[src/rtl/maze_engine.sv]
// Grid maze game: debounced five-button control, move/goal/budget FSM, and a
// registered RGB565 pixel generator for an OLED scan of the grid.
module maze_engine #(
  parameter int                         GRID_W     = 12,
  parameter int                         GRID_H     = 8,
  parameter int                         CELL_PX    = 8,
  parameter logic [GRID_W*GRID_H-1:0]   WALL_MAP   = '0,
  parameter int                         START_X    = 0,
  parameter int                         START_Y    = 0,
  parameter int                         GOAL_X     = GRID_W - 1,
  parameter int                         GOAL_Y     = GRID_H - 1,
  parameter int                         MAX_MOVES  = 63,
  parameter int                         DEB_CYCLES = 65535
) (
  input  logic        basys_clock,
  input  logic        reset,
  input  logic [4:0]  pb,
  input  logic        en,
  input  logic        curr_colour,
  input  logic [6:0]  x,
  input  logic [5:0]  y,
  output logic [15:0] oled_data,
  output logic [2:0]  wire_to_cut,
  output logic [1:0]  state,
  output logic [3:0]  player_x,
  output logic [2:0]  player_y,
  output logic [6:0]  moves
);

  localparam int CNT_W   = $clog2(DEB_CYCLES + 1);
  localparam bit CP_POW2 = (CELL_PX & (CELL_PX - 1)) == 0;
  localparam int CP_LOG  = $clog2(CELL_PX);

  typedef enum logic [1:0] {IDLE = 2'd0, PLAY = 2'd1, WON = 2'd2, LOST = 2'd3} state_t;

  function automatic logic wall_at(input int cx, input int cy);
    logic [GRID_W*GRID_H-1:0] m;
    if (cx < 0 || cy < 0 || cx >= GRID_W || cy >= GRID_H) return 1'b0;
    m = WALL_MAP >> (cy * GRID_W + cx);
    return m[0];
  endfunction

  logic [4:0]       r_sync1, r_sync2, r_deb, r_deb_q;
  logic [CNT_W-1:0] r_cnt [5];
  logic [4:0]       w_ev;

  // Stage p0: synchronise, debounce and edge-detect each button
  always_ff @(posedge basys_clock) begin
    if (reset) begin
      r_sync1 <= '0;
      r_sync2 <= '0;
      r_deb   <= '0;
      r_deb_q <= '0;
      for (int i = 0; i < 5; i++) r_cnt[i] <= '0;
    end else begin
      r_sync1 <= pb;
      r_sync2 <= r_sync1;
      r_deb_q <= r_deb;
      for (int i = 0; i < 5; i++) begin
        if (r_sync2[i] != r_deb[i]) begin
          if (r_cnt[i] == CNT_W'(DEB_CYCLES - 1)) begin
            r_deb[i] <= r_sync2[i];
            r_cnt[i] <= '0;
          end else begin
            r_cnt[i] <= r_cnt[i] + 1'b1;
          end
        end else begin
          r_cnt[i] <= '0;
        end
      end
    end
  end

  assign w_ev = r_deb & ~r_deb_q;

  state_t      r_state, w_nstate;
  logic [3:0]  r_px, w_npx;
  logic [2:0]  r_py, w_npy;
  logic [6:0]  r_moves, w_nmoves, w_inc;
  logic [2:0]  r_wire, w_nwire;
  int          w_tx, w_ty;
  logic        w_dir, w_ok;

  // Stage p1: game state register
  always_ff @(posedge basys_clock) begin
    if (reset) begin
      r_state <= IDLE;
      r_px    <= 4'(START_X);
      r_py    <= 3'(START_Y);
      r_moves <= '0;
      r_wire  <= '0;
    end else begin
      r_state <= w_nstate;
      r_px    <= w_npx;
      r_py    <= w_npy;
      r_moves <= w_nmoves;
      r_wire  <= w_nwire;
    end
  end

  always_comb begin
    w_nstate = r_state;
    w_npx    = r_px;
    w_npy    = r_py;
    w_nmoves = r_moves;
    w_nwire  = r_wire;
    w_inc    = r_moves + 7'd1;
    w_tx     = int'(r_px);
    w_ty     = int'(r_py);
    w_dir    = 1'b1;
    // Only the highest-priority direction is considered; the rest are dropped
    if (w_ev[1])      w_ty = w_ty - 1;
    else if (w_ev[4]) w_ty = w_ty + 1;
    else if (w_ev[2]) w_tx = w_tx - 1;
    else if (w_ev[3]) w_tx = w_tx + 1;
    else              w_dir = 1'b0;
    w_ok = w_dir && w_tx >= 0 && w_tx < GRID_W && w_ty >= 0 && w_ty < GRID_H &&
           !wall_at(w_tx, w_ty);

    case (r_state)
      IDLE: begin
        w_npx    = 4'(START_X);
        w_npy    = 3'(START_Y);
        w_nmoves = '0;
        w_nwire  = '0;
        if (w_ev[0]) w_nstate = PLAY;
      end
      PLAY: begin
        if (w_ok) begin
          w_npx    = 4'(w_tx);
          w_npy    = 3'(w_ty);
          w_nmoves = w_inc;
          if (w_tx == GOAL_X && w_ty == GOAL_Y) begin
            w_nstate = WON;
            w_nwire  = w_inc[2:0];
          end else if (int'(w_inc) >= MAX_MOVES) begin
            w_nstate = LOST;
          end
        end
      end
      default: begin
        if (w_ev[0]) begin
          w_nstate = IDLE;
          w_npx    = 4'(START_X);
          w_npy    = 3'(START_Y);
          w_nmoves = '0;
          w_nwire  = '0;
        end
      end
    endcase

    if (!en) begin
      w_nstate = IDLE;
      w_npx    = 4'(START_X);
      w_npy    = 3'(START_Y);
      w_nmoves = '0;
      w_nwire  = '0;
    end
  end

  int          w_cx, w_cy;
  logic [15:0] w_pix;
  logic [15:0] r_oled;

  always_comb begin
    w_cx  = CP_POW2 ? (int'(x) >> CP_LOG) : (int'(x) / CELL_PX);
    w_cy  = CP_POW2 ? (int'(y) >> CP_LOG) : (int'(y) / CELL_PX);
    w_pix = 16'h0000;
    if (int'(x) >= GRID_W * CELL_PX || int'(y) >= GRID_H * CELL_PX)
      w_pix = 16'h0000;
    else if (w_cx == int'(r_px) && w_cy == int'(r_py))
      w_pix = curr_colour ? 16'h001F : 16'hF800;
    else if (w_cx == GOAL_X && w_cy == GOAL_Y)
      w_pix = 16'h07E0;
    else if (wall_at(w_cx, w_cy))
      w_pix = 16'hFFFF;
  end

  // Stage p2: registered pixel output
  always_ff @(posedge basys_clock) begin
    if (reset) r_oled <= '0;
    else       r_oled <= w_pix;
  end

  assign oled_data   = r_oled;
  assign wire_to_cut = r_wire;
  assign state       = r_state;
  assign player_x    = r_px;
  assign player_y    = r_py;
  assign moves       = r_moves;

endmodule

[config.mk]
export PLATFORM = sky130hd
export DESIGN_NAME = maze_engine
export DESIGN_NICKNAME = d
export VERILOG_FILES = /design/src/rtl/maze_engine.sv
export SDC_FILE = /design/constraint.sdc
export NUM_CORES = 1
export LEC_CHECK = 0
export ABC_AREA = 0
export CAP_MARGIN = 20
export CORE_MARGIN = 2
export CORE_UTILIZATION = 63
export CTS_CLUSTER_SIZE = 24
export DETAILED_ROUTE_END_ITERATION = 10
export GPL_TIMING_DRIVEN = 0
export PLACE_DENSITY = 0.86
export SLEW_MARGIN = 20
export SYNTH_ARGS = -nofsm -noshare
export SYNTH_HDL_FRONTEND = slang
export SYNTH_SLANG_ARGS = --single-unit
[constraint.sdc]
create_clock -name basys_clock -period 4.55 [get_ports basys_clock]
set_input_delay 0.6825 -clock basys_clock [delete_from_list [all_inputs] [get_ports basys_clock]]
set_output_delay 0.6825 -clock basys_clock [all_outputs]
set_load 0.1 [all_outputs]
* Word-level counts from Yosys, hierarchy flattened *
Memory sizes are Yosys's and may differ from the RTL's.
Cells that the tools add are included.

word-level totals
  flip-flop bits (word level) = 55
  bits in writable memories = 80
  input bits = 22
  output and inout bits = 35
  word-level logic and storage cells = 228
  memories kept = 1

memory list
  name   words  bits a word  rd ports  clocked after memory_dff  wr ports  RTL line  source
  r_cnt  5      16           5         0                         5         44        logic [CNT_W-1:0] r_cnt [5];

cells by class
  $add $sub $neg = 12
  multipliers = 2
  magnitude comparators = 14
  equal/unequal tests = 21
  shift-type cells = 2
  muxes and demuxes = 116
  bitwise operators = 18
  reductions and logical operators = 28

operator list
  kind                                                                                  count
  16-bit two-way mux                                                                    19
  32-bit two-way mux                                                                    4
  16-bit by 1-bit adder with 16-bit output, second input constant                       5
  16-bit == test, second input constant                                                 5
  1-bit two-way mux                                                                     73
  32-bit by 1-bit greater-or-equal comparator with 1-bit output, second input constant  2
  32-bit by 5-bit greater-or-equal comparator with 1-bit output, second input constant  2
  32-bit by 1-bit less-than comparator with 1-bit output, second input constant         2
  32-bit by 5-bit less-than comparator with 1-bit output, second input constant         2
  32-bit adder                                                                          1
  32-bit by 4-bit == test with 1-bit output, second input constant                      1
  32-bit by 5-bit == test with 1-bit output, second input constant                      1
  32-bit by 3-bit multiplier with 30-bit output, second input constant                  1
  1-bit by 32-bit >> shifter with 1-bit output, first input constant                    1
  1-bit bitwise OR                                                                      15
  7-bit two-way mux                                                                     2
  7-bit case mux with 2 select lines                                                    1
  3-bit two-way mux                                                                     4
  4-bit two-way mux                                                                     3
  3-bit case mux with 2 select lines                                                    2
  2-bit AND reduction                                                                   6
  2-bit two-way mux                                                                     5
  7-bit by 4-bit adder with 8-bit output                                                1
  1-bit logical AND                                                                     8
  35 further kinds                                                                      47

* Longest topological paths before layout *
  word-level depth = 16
  depth in mapped cells = 11
  depth with buffers taken out = 8

* Worst setup path after synthesis *
No wires, ideal clock.

  kind = reg2reg
  start = reg r_px[1] (netlist: player_x[1])
  end = reg r_wire[2] (netlist: wire_to_cut[2])
  library setup time = 79 ps
  data arrival time = 2926 ps
  data required time = 4471 ps
  slack = 1545 ps
  stages on the path, launching flop included = 9
  buffers on the path = 1
  clock period less this slack = 3005 ps
  cell sequence = dfxtp_1 > ha_1 > and3b_1 > mux2i_1 > o41a_1 > and3_4 > buf_6 > or4_1 > o211ai_1

on the way
  word-level cells in the longest chain between the ends = 15
  elaborated cells between the ends (all ways) = 28
  those cells by class = 3 x add/sub; 4 x order compare; 3 x eq/ne; 1 x shift; 6 x mux; 11 x reduce/logical

ends and longest elaborated chain
  what                                                    RTL line  source
  from (decl)                                             77        logic [3:0] r_px, w_npx;
  from (signal assigned)                                  88        r_px <= 4'(START_X);
  from (signal assigned)                                  94        r_px <= w_npx;
  4-bit by 1-bit adder with 5-bit output                  115       else if (w_ev[3]) w_tx = w_tx + 1;
  5-bit two-way mux                                       115
  32-bit two-way mux                                      114       else if (w_ev[2]) w_tx = w_tx - 1;
  32-bit two-way mux                                      113       else if (w_ev[4]) w_ty = w_ty + 1;
  32-bit two-way mux *                                    112       if (w_ev[1]) w_ty = w_ty - 1;
  32-bit by 1-bit less-than comparator with 1-bit output  38        if (cx < 0 || cy < 0 || cx >= GRID_W || cy >= GRID_H) return 1'b0;
  1-bit logical OR (3 in a row)                           38
  1-bit two-way mux                                       38
  1-bit two-way mux                                       39        m = WALL_MAP >> (cy * GRID_W + cx);
  1-bit zero test                                         118       !wall_at(w_tx, w_ty);
  1-bit logical AND                                       117       w_ok = w_dir && w_tx >= 0 && w_tx < GRID_W && w_ty >= 0 && w_ty < GRID_H &&
  2-bit inequality test (no line)                         n/a
  3-bit AND reduction (no line) *                         n/a
  to (signal assigned)                                    97        r_wire <= w_nwire;
  to (decl)                                               80        logic [2:0] r_wire, w_nwire;

Every way passes the cells marked *; elsewhere a longest branch is shown, timed or not.
A chain may end at the register's enable or synchronous reset.

* Worst setup path in the final report *
  start = reg r_px[1] (netlist: player_x[1])
  end = out player_x[1]

RTL lines
  what       RTL line  source
  to (decl)  25        output logic [3:0] player_x,

No word-level cell between the ends.

==> key figures <==
Power and ir drop
  – NetSw: 556 uW
  – Logic gate share of total power: 0.035
  – Leakage power: 2.98 nW
  – Internal: 2.07 mW
  – VDD IR-drop max: 277 uV
  – Switching share of power: 0.212
  – Share of power burned in registers: 0.476
  – Power share of the clock group: 0.489
  – Pwr per Cell Area: 322 nW/um2

Timing
  – Minimum hold slack: 0.446 ns
  – Fmax achieved: 336 MHz
  – Final hold viol count: 0
  – Worst Skew: 0.0103 ns
  – Final Critical Period: 2.98 ns
  – Worst-margin pin slew: 0.987 ns
  – TNS Setup: 0 ns
  – RSZ-0062 raised after global routing: no
  – Max-slew violation count: 0
  – Number of setup violations in the final report: 0
  – Setup ws final: 1.57 ns
  – Rel. slew slack: 0.340
  – Fin crit share: 0.655

Floorplan
  – Die W: 106 um
  – Cell Rows: 37
  – Ports: 57
  – Initial Util: 0.644
  – Full die area: 11300 um2
  – Core ar.: 10300 um2
  – Die Span Y: 106 um

Yosys
  – Post-synth top area share: 0.363
  – Syn_area_per_cell: 9.77 um2
  – Area leader, netlist: edfxtp_1
  – Seq/Total Area, Yosys: 0.490
  – Async set-reset flop share out of synthesis: 0
  – Syn Std Cell Area: 6620 um2
  – Synth top area cells: edfxtp_1, dfxtp_1, nor2_1, xor2_1, xnor2_1
  – Register bit total from synthesis: 122
  – EDFF count, synth: 80
  – Post-synthesis cell type count: 62
  – Synth Flop Type: edfxtp_1
  – Post-Synthesis Cells: 677
  – Synth warn: 0

Global routing
  – First-pass GRT wire length: 24.3 mm
  – Vias in the first global route: 5239
  – Congestion Overflow GR: 0
  – Largest net degree at the start of global routing: 17
  – Global Route Usage Sum: 0.274
  – Antenna violations before repair: 0

Cells and area
  – P&R area growth vs syn: 23.2%
  – Fin nets: 863
  – Post-Layout Inst Area: 8150 um2
  – Non-filler instance count after layout: 974
  – Layout cells sized above 1: 0.0668
  – Fillers: 665
  – # diodes: 0

Worst setup path
  – Worst path max stage delay: 1.22 ns
  – CP max FO: 8
  – WP data required: 3.87 ns
  – Critical path buffer and inverter count: 1
  – CP max-delay cell: clkdlybuf4s50_1
  – Crit path launch type: flop
  – Path type of the worst setup path: flop to primary output
  – WP data arrival: 2.30 ns
  – Delay-heaviest family, CP: buffers and inverters
  – Worst path cell trace: clkdlybuf4s50_1
  – Crit. End Element: primary output

Clock network
  – Clk buf depth: 2
  – H-tree depth: 4
  – Number of CTS-inserted buffers: 17
  – Clk sinks: 122
  – CTS tree: yes
  – Hold-fix buffers, CTS: 0
  – Clock root buffer: clkbuf_8
  – Post-CTS Setup Repair Bufs: 0
  – Post-CTS Resized: 0
  – Clk_lat worst skew: 0.54 ns
  – Worst-path clk slew: 0.06 ns

Detailed routing
  – DR vias: 5293
  – Vias per inst: 5.43
  – Residual DRC: 0
  – DRT Pass-1 Iters: 5
  – Initial DRC count: 315
  – Routed WL per cell: 14.7 um
  – Routed WL: 14.3 mm
  – DRT antenna net count: 0

Worst hold path
  – HP Class: flop to flop

Placed design
  – Post-DP Area: 7580 um2
  – DP Wirelength: 9.82 mm
  – IO buf count: 50
  – Global placement routability congestion: 0.888
  – Pre-CTS WS: 1.54 ns
  – Placed insts: 942

Outcome
  – Outcome: finished clean

Job
  – Max-cap viol count: 0
==> synth_stat cells, drive strengths merged, types with 3 or more instances <==
cell and count:
nand4 19, nor2b 20, xnor2 38, and3 13
nor4 6, and2 3, o211ai 10, nand2b 7
nor3 14, a211oi 3, and4 6, mux2i 6
inv 15, o21ai 7, o22ai 3, xor2 46
nand3 49, nand2 55, nor2 121, buf 22
or3 7, a21oi 10, o311ai 4, ha 16
clkbuf 15, or4 6, edfxtp 80, dfxtp 42
==> cells in the final DEF, fill, tap and decap left out, types with 17 or more instances in the layout <==
cell,instances
dfxtp_1,42
clkdlybuf4s50_1,50
nand4_1,19
nand2_1,55
xnor2_1,38
nor2b_1,20
nand3_1,49
clkbuf_16,17
nor2_1,121
clkbuf_1,19
edfxtp_1,80
xor2_1,46
conb_1,80
==> layer usage <==
metal  share of wire  vias up  GRT usage  wire length [um]
met5               0        -          0                 0
met4           0.021        0      0.120               306
met3           0.053       32     0.0662               753
met2            0.50      172      0.461              7160
met1            0.43     2484      0.335              6100
li1                -     2605          -                 -
==> power groups by stage <==
stage	clock network, mW	registers [mW]	logic (mW)
5_1_grt	1.34	1.25	0.105
2_1_floorplan	0	1.26	0.0608
3_5_place_dp	0	1.27	0.0877
3_3_place_gp	0	1.27	0.0844
4_1_cts	1.29	1.25	0.0899
6_report	1.28	1.25	0.0927
==> sequential cells by signal, indices dropped and copies added (netlist names) <==
signal       flops
oled_data        3
player_y         3
moves            7
state            2
player_x         4
r_deb_q          5
r_deb            5
r_cnt           80
wire_to_cut      3
r_sync1          5
r_sync2          5
==> worst register-to-register path, cell delays in order, from the launching register on <==
cell,delay (ns)
dfxtp_1,0.54
inv_1,0.12
ha_1,0.24
mux2_2,0.30
o32ai_1,0.50
and4b_1,0.25
buf_2,0.19
o22ai_1,0.38
a32o_1,0.20
==> final timing paths <==
kind,start,endpoint,slack (ns),cells after the start
worst max-delay path,player_x[1],player_x[1],1.57,1
worst max register to register,player_x[1],moves[6],1.77,8
worst min-delay path,r_sync1[1],r_sync2[1],0.45,1
worst min register to register,r_sync1[1],r_sync2[1],0.45,1
==> through the flow <==
step | util | total power [mW]
after floorplan | - | 1.32
after global placement | 0.738 | 1.35
after detailed placement | 0.738 | 1.36
after CTS | 0.793 | 2.63
after global routing | 0.793 | 2.70
final | 0.793 | 2.62
==> logic make-up (layout without fill, tap and decap cells) <==
family	Yosys count	after routing	synth area share
multiplexers	7	7	0.0108
buffers and inverters	53	135	0.0441
XOR/XNOR	84	84	0.111
AO/OA/AOI/OAI	54	54	0.0596
AND/OR/NAND/NOR	340	340	0.253
flip-flops	122	122	0.490
other	1	80	0.000567
adder cells (fa/ha/maj)	16	16	0.0303
==> cell type report <==
cell class                 count  area, um2  share of cell area
buffer                        38        235              0.0289
clock buffer                  26        509              0.0625
clock inverter                 6       60.1             0.00737
inverter                      15       56.3             0.00691
multi-input combinational    581       3380               0.414
sequential                   122       3240               0.398
tap                          136        170              0.0209
timing repair buffer          50        500              0.0614
No activity file was read; power rests on OpenSTA's default activity.
